==> src/rtl/alu_arbiter.sv <==
// alu_arbiter: two-requester front end for a shared combinational ALU with a one-entry result slot.
// Build option: define ALU_ARB_RR_EN for round-robin tie-break, else requester 0 has fixed priority.

`ifndef ALU_CTL_WIDTH
`define ALU_CTL_WIDTH 4
`endif
`ifndef ALU_ADD
`define ALU_ADD 4'd0
`endif
`ifndef ALU_SUB
`define ALU_SUB 4'd1
`endif
`ifndef ALU_SLL
`define ALU_SLL 4'd2
`endif
`ifndef ALU_SLT
`define ALU_SLT 4'd3
`endif

module alu_arbiter #(
    parameter int unsigned XLEN  = 32,
    parameter int unsigned CTL_W = `ALU_CTL_WIDTH
) (
    input  logic             clk,
    input  logic             rst,
    input  logic             req0_valid,
    output logic             req0_ready,
    input  logic [CTL_W-1:0] req0_ctl,
    input  logic [XLEN-1:0]  req0_a,
    input  logic [XLEN-1:0]  req0_b,
    input  logic             req1_valid,
    output logic             req1_ready,
    input  logic [CTL_W-1:0] req1_ctl,
    input  logic [XLEN-1:0]  req1_a,
    input  logic [XLEN-1:0]  req1_b,
    output logic [CTL_W-1:0] alu_ctl,
    output logic [XLEN-1:0]  alu_a,
    output logic [XLEN-1:0]  alu_b,
    input  logic [XLEN-1:0]  alu_result,
    output logic             rsp_valid,
    input  logic             rsp_ready,
    output logic             rsp_id,
    output logic [XLEN-1:0]  rsp_result
);

    logic            w_slot_free;
    logic            w_pick1;
    logic            w_grant0;
    logic            w_grant1;
    logic            w_grant;
    logic            r_rsp_valid;
    logic            r_rsp_id;
    logic [XLEN-1:0] r_rsp_result;

    // Slot can be refilled in the same cycle the consumer drains it.
    assign w_slot_free = ~r_rsp_valid | rsp_ready;

`ifdef ALU_ARB_RR_EN
    logic r_last_grant;

    always_ff @(posedge clk or posedge rst) begin
        if (rst) begin
            r_last_grant <= 1'b1;
        end else if (w_grant) begin
            r_last_grant <= w_grant1;
        end
    end

    // On a tie the requester that was not granted last wins.
    assign w_pick1 = req1_valid & (~req0_valid | ~r_last_grant);
`else
    assign w_pick1 = req1_valid & ~req0_valid;
`endif

    assign w_grant0 = ~rst & w_slot_free & req0_valid & ~w_pick1;
    assign w_grant1 = ~rst & w_slot_free & w_pick1;
    assign w_grant  = w_grant0 | w_grant1;

    assign req0_ready = w_grant0;
    assign req1_ready = w_grant1;

    always_comb begin
        alu_ctl = '0;
        alu_a   = '0;
        alu_b   = '0;
        if (w_grant1) begin
            alu_ctl = req1_ctl;
            alu_a   = req1_a;
            alu_b   = req1_b;
        end else if (w_grant0) begin
            alu_ctl = req0_ctl;
            alu_a   = req0_a;
            alu_b   = req0_b;
        end
    end

    always_ff @(posedge clk or posedge rst) begin
        if (rst) begin
            r_rsp_valid  <= 1'b0;
            r_rsp_id     <= 1'b0;
            r_rsp_result <= '0;
        end else if (w_grant) begin
            r_rsp_valid  <= 1'b1;
            r_rsp_id     <= w_grant1;
            r_rsp_result <= alu_result;
        end else if (rsp_ready) begin
            r_rsp_valid  <= 1'b0;
        end
    end

    assign rsp_valid  = r_rsp_valid;
    assign rsp_id     = r_rsp_id;
    assign rsp_result = r_rsp_result;

endmodule

==> config.mk <==
export PLATFORM = sky130hd
export DESIGN_NAME = alu_arbiter
export DESIGN_NICKNAME = d
export VERILOG_FILES = /design/src/rtl/alu_arbiter.sv
export SDC_FILE = /design/constraint.sdc
export NUM_CORES = 1
export LEC_CHECK = 0
export BUFFER_PORTS_ARGS = -buffer_cell sky130_fd_sc_hd__clkbuf_2
export CORE_AREA = 2 2 107 109
export DETAILED_ROUTE_END_ITERATION = 8
export DIE_AREA = 0 0 109 111
export GPL_TIMING_DRIVEN = 0
export PLACE_DENSITY_LB_ADDON = 0.2
export SLEW_MARGIN = 10
export SYNTH_ARGS = -nofsm -noshare
export SYNTH_HDL_FRONTEND = slang
export SYNTH_SLANG_ARGS = --single-unit
==> constraint.sdc <==
create_clock -name clk -period 3.05 [get_ports clk]
set_clock_uncertainty 0.1 [all_clocks]
set_input_delay 0.4575 -clock clk [delete_from_list [all_inputs] [get_ports clk]]
set_output_delay 0.4575 -clock clk [all_outputs]
set_load 0.05 [all_outputs]
==> flow_summary.ini, run 1 <==
[power]
pwr-share-comb_pct = 43.8
switchingPower_uw = 911
p_int_mw = 1.27
seqPwrFrac_pct = 26.1
power_density_mw_per_mm2 = 578
ir_worst_vdd_v = 0.000271
sw_frac_of_total_pct = 41.7
clkPwrFrac_pct = 30.0
power_mw = 2.18
p_leak_nw = 2.15

[sta]
hold_ws_ns = 0.281
post-route-min-period_ns = 2.86
final_hold_viol_count = 0
min_period_over_period_pct = 93.7
slew_headroom_pct = 52.3
finalMaxSlewViolations = 0
max_freq_mhz = 350
worst_pin_slew_ns = 0.714
setup_viol = 0
timing.setup.tns_ns = 0
rsz0062_at_grt = false

[min_path]
hp-class = input pin to async pin

[global_route]
gr-total-overflow = 0
grt_max_degree = 35
grt_use_total_pct = 13.6
grt_pass1_wl_mm = 12.8
grt_pass1_vias = 2492
antenna_found_initial = 0

[clock_network]
root_buffer = clkbuf_16
cts_buffer_depth = 2
cts_sinks = 34
holdBufCountCts = 0
cts_tree = done
htree_levels = 2
clk_latency_ns = 0.27
cts_buffers = 5
cts_resized = 0
post-cts-setup-buffer-count = 0
path_clk_slew_ns = 0.06

[synth]
synth_most_common_cell = a22o_1
syn_inst = 160
synth_commonest_cells = 68 x a22o_1, 34 x dfrtp_1, 32 x mux2_1, 7 x buf_6, 6 x clkbuf_1
synth_ff_type = dfrtp_1
async_flop_share_pct = 100
synth-edff-count = 0
avgSynthCellArea_sq_um = 12.6
synth_top_area_share_pct = 42.1
ys_seq_area_share_pct = 42.1
ys_warn_count = 0
ys_seq_elements = 34
ys_types = 14
netlist_area_sq_mm = 0.00202
yosysTopAreaCell = dfrtp_1
syn_nets = 333
synth.area.top_cells = dfrtp_1 42%, a22o_1 29%, mux2_1 18%, buf_6 3.9%, nor4b_4 1.2%

[floorplanning]
boundaryPins = 277
coreArea_sq_mm = 0.0111
dieArea_sq_mm = 0.0121
initial_utilization_pct = 18.3
die_h_um = 111
rows = 39
chipWidth_um = 109

[finish]
diodes = 0
areaGrowthSynthToFinish_pct = 86.7
fill_cells = 1159
final_layout_size_suffix_gt1_share_pct = 67.8
finalInstanceArea_sq_mm = 0.00378
fin_nets = 616

[place]
port_buffers = 276
gp_congestion = 0.823
dpl.hpwl_mm = 7.56
placed_area_sq_mm = 0.00358

[job]
maxCapViolations = 0

[route]
drt_drc_violations_left = 0
wl_per_cell_um = 14.8
postRouteAntennaNets = 0
drt_iter0_drc = 122
via_count = 2537
viasPerCell = 4.32
wirelength_mm = 8.69
firstDrtPassIters = 4

[outcome]
status = completed

[critical_path]
setup.worst_path.start_class = flip-flop
worstPathArrival_ns = 2.30
cp-end-kind = output port
crit_fanout = 10
required_ns = 2.49
crit_type = flip-flop to output port
layer usage:
metal	share of wire, %	track usage, %
met1	41	16.9
met2	49	22.9
met3	8.7	3.53
met4	1.8	3.59
met5	0	0
metrics by stage:
step,util [%],instances,worst slack [ns]
final,34.1,587,0.191
after floorplan,-,160,0.517
after detailed placement,32.4,579,0.273
after CTS,34.1,587,0.123
after global routing,34.1,587,0.0252
after global placement,32.4,579,0.260
layout by cell type (no fill, tap or decap), types with 2 or more instances in the layout:
cell type	n
mux2_1	32
clkbuf_16	5
dfrtp_1	34
clkbuf_1	6
buf_2	4
a22o_1	68
clkbuf_2	276
bufinv_16	2
buf_6	7
worst max-delay path, cell delays in order, from the launching register on:
cell	delay [ns]
dfrtp_1	0.37
nor2b_4	0.15
nor3b_2	0.43
clkbuf_1	0.51
a22o_1	0.26
clkbuf_2	0.29
power by group through the flow:
stage,Combinational (mW),Clock (mW),Sequential [mW]
after CTS,0.967,0.674,0.572
final,0.957,0.656,0.571
after global placement,0.963,0,0.576
after global routing,1.00,0.704,0.581
after detailed placement,0.965,0,0.579
after floorplan,0.378,0,0.868
flip-flops by register name (all words and copies together) (netlist names):
| name | cells |
|---|---|
| rsp_result | 32 |
| rsp_id | 1 |
| rsp_valid | 1 |
cells by family after synthesis:
family / Yosys count / synth area share (%)
buffers and inverters: 19 / 6.37
muxes: 32 / 17.8
and+or+nand+nor: 6 / 3.77
AOI/OAI and AO/OA: 69 / 30.0
DFF: 34 / 42.1
final timing paths:
kind | start | slack, ns | endpoint | cells after the start
worst max-delay path | rsp_valid | 0.19 | alu_a[11] | 5
worst min-delay path | rst | 0.28 | rsp_result[26] | 2
worst max register to register | rsp_valid | 1.34 | rsp_result[12] | 4
worst min register to register | rsp_result[17] | 0.38 | rsp_result[17] | 1
max in group asynchronous | rst | 2.10 | rsp_result[8] | 2
min in group clk | alu_result[16] | 0.29 | rsp_result[16] | 2
area by class of cell:
type / count / area [sq um] / share of cell area (%)
well taps: 143 / 179 / 4.74
repair buffers: 276 / 1380 / 36.6
flip-flops and latches: 34 / 851 / 22.5
clock buffers: 5 / 125 / 3.31
multi-input cells: 107 / 1040 / 27.6
plain buffers: 17 / 121 / 3.21
clock inverters: 3 / 68.8 / 1.82
inverters: 2 / 7.51 / 0.199
No activity file was read; power rests on OpenSTA's default activity.
==> inputs of run 2 (changes only) <==
--- a/config.mk
+++ b/config.mk
@@ -5,10 +5,10 @@
 export SDC_FILE = /design/constraint.sdc
 export NUM_CORES = 1
 export LEC_CHECK = 0
-export BUFFER_PORTS_ARGS = -buffer_cell sky130_fd_sc_hd__clkbuf_2
 export CORE_AREA = 2 2 107 109
 export DETAILED_ROUTE_END_ITERATION = 8
 export DIE_AREA = 0 0 109 111
+export DONT_BUFFER_PORTS = 1
 export GPL_TIMING_DRIVEN = 0
 export PLACE_DENSITY_LB_ADDON = 0.2
 export SLEW_MARGIN = 10
==> flow_summary.ini, run 2 (synthesized netlist as in run 1, its figures left out) <==
[clock_network]
cts_sinks = 34
cts_buffer_depth = 2
cts_tree = done
path_clk_slew_ns = 0.05
htree_levels = 2
clk_latency_ns = 0.27
cts_buffers = 5
root_buffer = clkbuf_16

[sta]
max_freq_mhz = 341
worst_pin_slew_ns = 0.714
post-route-min-period_ns = 2.93
setup_viol = 0
timing.setup.tns_ns = 0
hold_ws_ns = 0.0807
finalMaxSlewViolations = 0
min_period_over_period_pct = 96.1
fin_ws_ns = 0.118
slew_headroom_pct = 52.4
rsz0062_at_grt = false
final_hold_viol_count = 0

[floorplanning]
boundaryPins = 277
rows = 39
initial_utilization_pct = 18.3
die_h_um = 111
coreArea_sq_mm = 0.0111
dieArea_sq_mm = 0.0121
chipWidth_um = 109

[critical_path]
r2r_start = rsp_valid
setup.worst_path.start_class = flip-flop
crit_type = flip-flop to output port
r2r-end = rsp_result[6]
crit_fanout = 10
worstPathArrival_ns = 2.37
r2r_slack_ns = 1.04
cp-end-kind = output port
required_ns = 2.49
ff2ff_path_depth = 4

[route]
viasPerCell = 5.16
firstDrtPassIters = 4
drt_drc_violations_left = 0
drt_iter0_drc = 63
wl_per_cell_um = 24.5
via_count = 1610
wirelength_mm = 7.63
postRouteAntennaNets = 0

[finish]
areaGrowthSynthToFinish_pct = 22.1
multi_input_area_sq_mm = 0.00113
final_cell_mix = 62 x a22o_2, 34 x dfrtp_1, 32 x mux2_1
ff_latch_area_sq_um = 851
fin_nets = 342
final_common_cell = a22o_2
final_layout_size_suffix_gt1_share_pct = 52.7
fill_cells = 1166
largest_reg_flops = 32
diodes = 0

[global_route]
grt_pass1_vias = 1599
grt_pass1_wl_mm = 10.1
antenna_found_initial = 1
grt_use_total_pct = 11.5
grt_max_degree = 35
gr-total-overflow = 0

[min_path]
hp-class = input pin to async pin

[place]
port_buffers = 0
gp_congestion = 0.800
dpl_worst_slack_ns = 0.0132
dpl.hpwl_mm = 6.40

[power]
p_leak_nw = 1.02
power_density_mw_per_mm2 = 764
ir_worst_vdd_v = 0.000285

[job]
maxCapViolations = 0

[outcome]
status = completed
## run 2: cell type report
class / count / area share [%]
plain buffers: 17 / 4.96
clock buffers: 6 / 5.62
clock inverters: 1 / 1.22
inverters: 2 / 0.304
multi-input cells: 107 / 45.6
flip-flops and latches: 34 / 34.4
well taps: 143 / 7.24
repair buffers: 2 / 0.608
## run 2: worst max path at each step
| stage | from | to | slack (ns) | depth (start not counted) |
|---|---|---|---|---|
| after global routing | rsp_valid | alu_a[26] | 0.01 | 4 |
| after detailed placement | rsp_valid | alu_a[11] | 0.01 | 4 |
| final | rsp_valid | alu_b[3] | 0.12 | 4 |
| after floorplan | rsp_valid | alu_a[23] | 0.52 | 4 |
| after CTS | rsp_valid | alu_b[23] | 0.005 | 4 |
| after global placement | rsp_valid | alu_a[11] | 0.05 | 4 |
## run 2: repair_timing
| action | in CTS | in global routing |
|---|---|---|
| cloned | 0 | 0 |
| hold buffers | 0 | 0 |
| resized for setup | 24 | 40 |
| buffers inserted | 2 | 0 |
| pin swaps | 1 | 0 |
| endpoints found under the setup margin | 68 | 40 |
## run 2: layer usage
metal  track usage (%)  up-vias  wire length, um
met5                 0        -               16
met1              13.5      791             2700
li1                  -      658                -
met3              7.70        7             1180
met2              17.6      152             3690
met4              2.05        2               43
## run 2: critical path: stages (launching register included)
cell      delay (ns)
dfrtp_1         0.56
nor2b_4         0.26
nor3b_4         0.37
clkbuf_1        0.48
a22o_2          0.42
## run 2: per-stage QoR
step                      utilization (%)  power, mW  std cells  cell area, sq um
after floorplan                         -       1.25        160              2020
final                                22.3       1.89        312              2470
after global placement               19.9       1.31        303              2200
after global routing                 22.3       1.97        312              2470
after CTS                            21.9       1.90        312              2420
after detailed placement             19.9       1.31        303              2200
## run 2: power breakdown
| part | internal (mW) | switching (mW) |
|---|---|---|
| Combinational | 0.123 | 0.307 |
| Clock | 0.403 | 0.176 |
| Sequential | 0.528 | 0.352 |
==> inputs of run 3 (changes only) <==
--- a/config.mk
+++ b/config.mk
@@ -5,9 +5,10 @@
 export SDC_FILE = /design/constraint.sdc
 export NUM_CORES = 1
 export LEC_CHECK = 0
-export CORE_AREA = 2 2 107 109
+export ABC_AREA = 1
+export CORE_AREA = 2 2 106 108
 export DETAILED_ROUTE_END_ITERATION = 8
-export DIE_AREA = 0 0 109 111
+export DIE_AREA = 0 0 108 110
 export DONT_BUFFER_PORTS = 1
 export GPL_TIMING_DRIVEN = 0
 export PLACE_DENSITY_LB_ADDON = 0.2
==> constraint.sdc (replaced) <==
create_clock -name clk -period 3.05 [get_ports clk]
set_clock_uncertainty 0.1 [all_clocks]
set_input_delay 0.4575 -clock clk [delete_from_list [all_inputs] [get_ports clk]]
set_output_delay 0.4575 -clock clk [all_outputs]
set_load 0.005 [all_outputs]
==> flow_summary.ini, run 3 <==
[critical_path]
setup.worst_path.start_class = input pin
slowest_stage = inv_2
r2r-end = rsp_result[14]
r2r_slack_ns = 1.51
cp-end-kind = output port
slowest_delay_ns = 0.57
ff2ff_path_depth = 4
crit_type = input pin to output port
path_cells = inv_2 -> nand3_4 -> inv_2 -> clkbuf_1 -> nand2_1 -> nand2_1
crit_buf_inv = 3
required_ns = 2.49
endpoint = alu_b[30]
worst-path-stages = 6
cp-startpoint = rst
r2r_start = rsp_valid
cp_top_family = buffers and inverters
worstPathArrival_ns = 2.18
crit_fanout = 36

[route]
drt_iter0_drc = 224
firstDrtPassIters = 4
viasPerCell = 4.89
postRouteAntennaNets = 0
wirelength_mm = 11.0
via_count = 2580
drt_drc_violations_left = 0
wl_per_cell_um = 20.8

[synth]
synth_commonest_cells = 238 x nand2_1, 34 x dfrtp_1, 33 x nand3_1, 32 x o211ai_1, 16 x clkbuf_1
ys_seq_area_share_pct = 35.8
ys_warn_count = 0
syn_nets = 551
synth_top_area_share_pct = 37.6
syn_inst = 378
synth_most_common_cell = nand2_1
avgSynthCellArea_sq_um = 6.29
ys_types = 14
yosysTopAreaCell = nand2_1
async_flop_share_pct = 100
synth_ff_type = dfrtp_1
synth.area.top_cells = nand2_1 38%, dfrtp_1 36%, o211ai_1 10%, nand3_1 6.9%, clkbuf_1 2.5%
synth-edff-count = 0
ys_seq_elements = 34
netlist_area_sq_mm = 0.00238

[power]
power_mw = 1.28
p_leak_nw = 1.43
power_density_mw_per_mm2 = 479
switchingPower_uw = 430
pwr-share-comb_pct = 21.5
sw_frac_of_total_pct = 33.6
p_int_uw = 849
seqPwrFrac_pct = 47.2
clkPwrFrac_pct = 31.2
ir_worst_vdd_v = 0.000256

[finish]
finalInstanceArea_sq_mm = 0.00267
final_common_cell = nand2_1
final_cell_mix = 238 x nand2_1, 34 x dfrtp_1, 33 x nand3_1
areaGrowthSynthToFinish_pct = 12.2
final_layout_size_suffix_gt1_share_pct = 8.03
fin_cells = 528
fill_cells = 1246
fin_nets = 558
largest_reg_flops = 32
final_util_pct = 24.9

[clock_network]
path_clk_slew_ns = 0.07
cts_sinks = 34
post-cts-setup-buffer-count = 0
root_buffer = clkbuf_8
holdBufCountCts = 0
cts_resized = 0
clk_latency_ns = 0.28
htree_levels = 2
cts_tree = done
cts_buffer_depth = 2
cts_buffers = 5

[sta]
slew_headroom_pct = 44.8
final_hold_viol_count = 0
worst_pin_slew_ns = 0.827
fin_ws_ns = 0.316
max_freq_mhz = 366
finalMaxSlewViolations = 0
setup_viol = 0
min_period_over_period_pct = 89.6
hold_ws_ns = 0.118
rsz0062_at_grt = false
timing.setup.tns_ns = 0
post-route-min-period_ns = 2.73

[global_route]
grt_use_total_pct = 17.2
grt_pass1_vias = 2505
antenna_found_initial = 4
grt_max_degree = 37
grt_pass1_wl_mm = 15.0
gr-total-overflow = 0

[place]
dpl_worst_slack_ns = 0.211
dpl.hpwl_mm = 8.95
gp_congestion = 1.03
dp_cells = 518
placed_area_sq_mm = 0.00255
port_buffers = 0

[floorplanning]
die_h_um = 110
dieArea_sq_mm = 0.0119
initial_utilization_pct = 22.2
coreArea_sq_mm = 0.0107
boundaryPins = 277
rows = 38
chipWidth_um = 108

[min_path]
hp-class = input pin to async pin

[outcome]
status = completed

[job]
maxCapViolations = 0
==> run 3: cell count changes after synthesis, moves of 4 or more <==
cell      before  now
o211ai_1       0   32
nand2_1        0  238
a22o_1        68    0
buf_2          4   11
clkbuf_1       6   16
buf_6          7    2
mux2_1        32    0
inv_2          0    4
nand3_1        0   33
==> run 3: worst min path at each step <==
stage | start | end | slack, ns
2_1_floorplan | rst | rsp_id | 0.34
6_report | rst | rsp_valid | 0.12
3_5_place_dp | rsp_id | rsp_id | 0.41
3_3_place_gp | rsp_id | rsp_id | 0.41
5_1_grt | rst | rsp_id | 0.16
4_1_cts | rst | rsp_id | 0.14
==> run 3: kinds of logic after synthesis <==
kind of cell	after synthesis	synth area share (%)
AOI/OAI and AO/OA	33	10.3
buffers and inverters	36	7.21
DFF	34	35.8
and+or+nand+nor	275	46.7
==> run 3: layer usage <==
metal / wire length [um] / part of all wire, % / global-route usage [%]
met3: 1540 / 14 / 10.8
met4: 91 / 0.83 / 3.02
met2: 4960 / 45 / 27.4
met1: 4350 / 40 / 20.0
met5: 13 / 0.12 / 0
==> run 3: worst reg2reg max path, stage by stage (launching register included) <==
cell and delay [ns]:
dfrtp_1 0.43, a21oi_1 0.41, buf_2 0.31, o211ai_1 0.14, nand2_1 0.08
==> run 3: cell type report <==
| class | instances | area, sq um | share of cell area [%] |
|---|---|---|---|
| sequential | 34 | 851 | 31.9 |
| tap | 140 | 175 | 6.56 |
| clock buffer | 8 | 110 | 4.13 |
| inverter | 5 | 18.8 | 0.703 |
| multi-input combinational | 308 | 1360 | 50.8 |
| buffer | 31 | 153 | 5.72 |
| antenna | 2 | 5.00 | 0.188 |
==> run 3: power groups by stage <==
stage                     Combinational [mW]  Sequential (mW)  Clock, mW
after floorplan                        0.211            0.587          0
after global placement                 0.273            0.615          0
after detailed placement               0.279            0.611          0
after CTS                              0.278            0.606      0.415
after global routing                   0.320            0.613      0.437
final                                  0.275            0.604      0.399
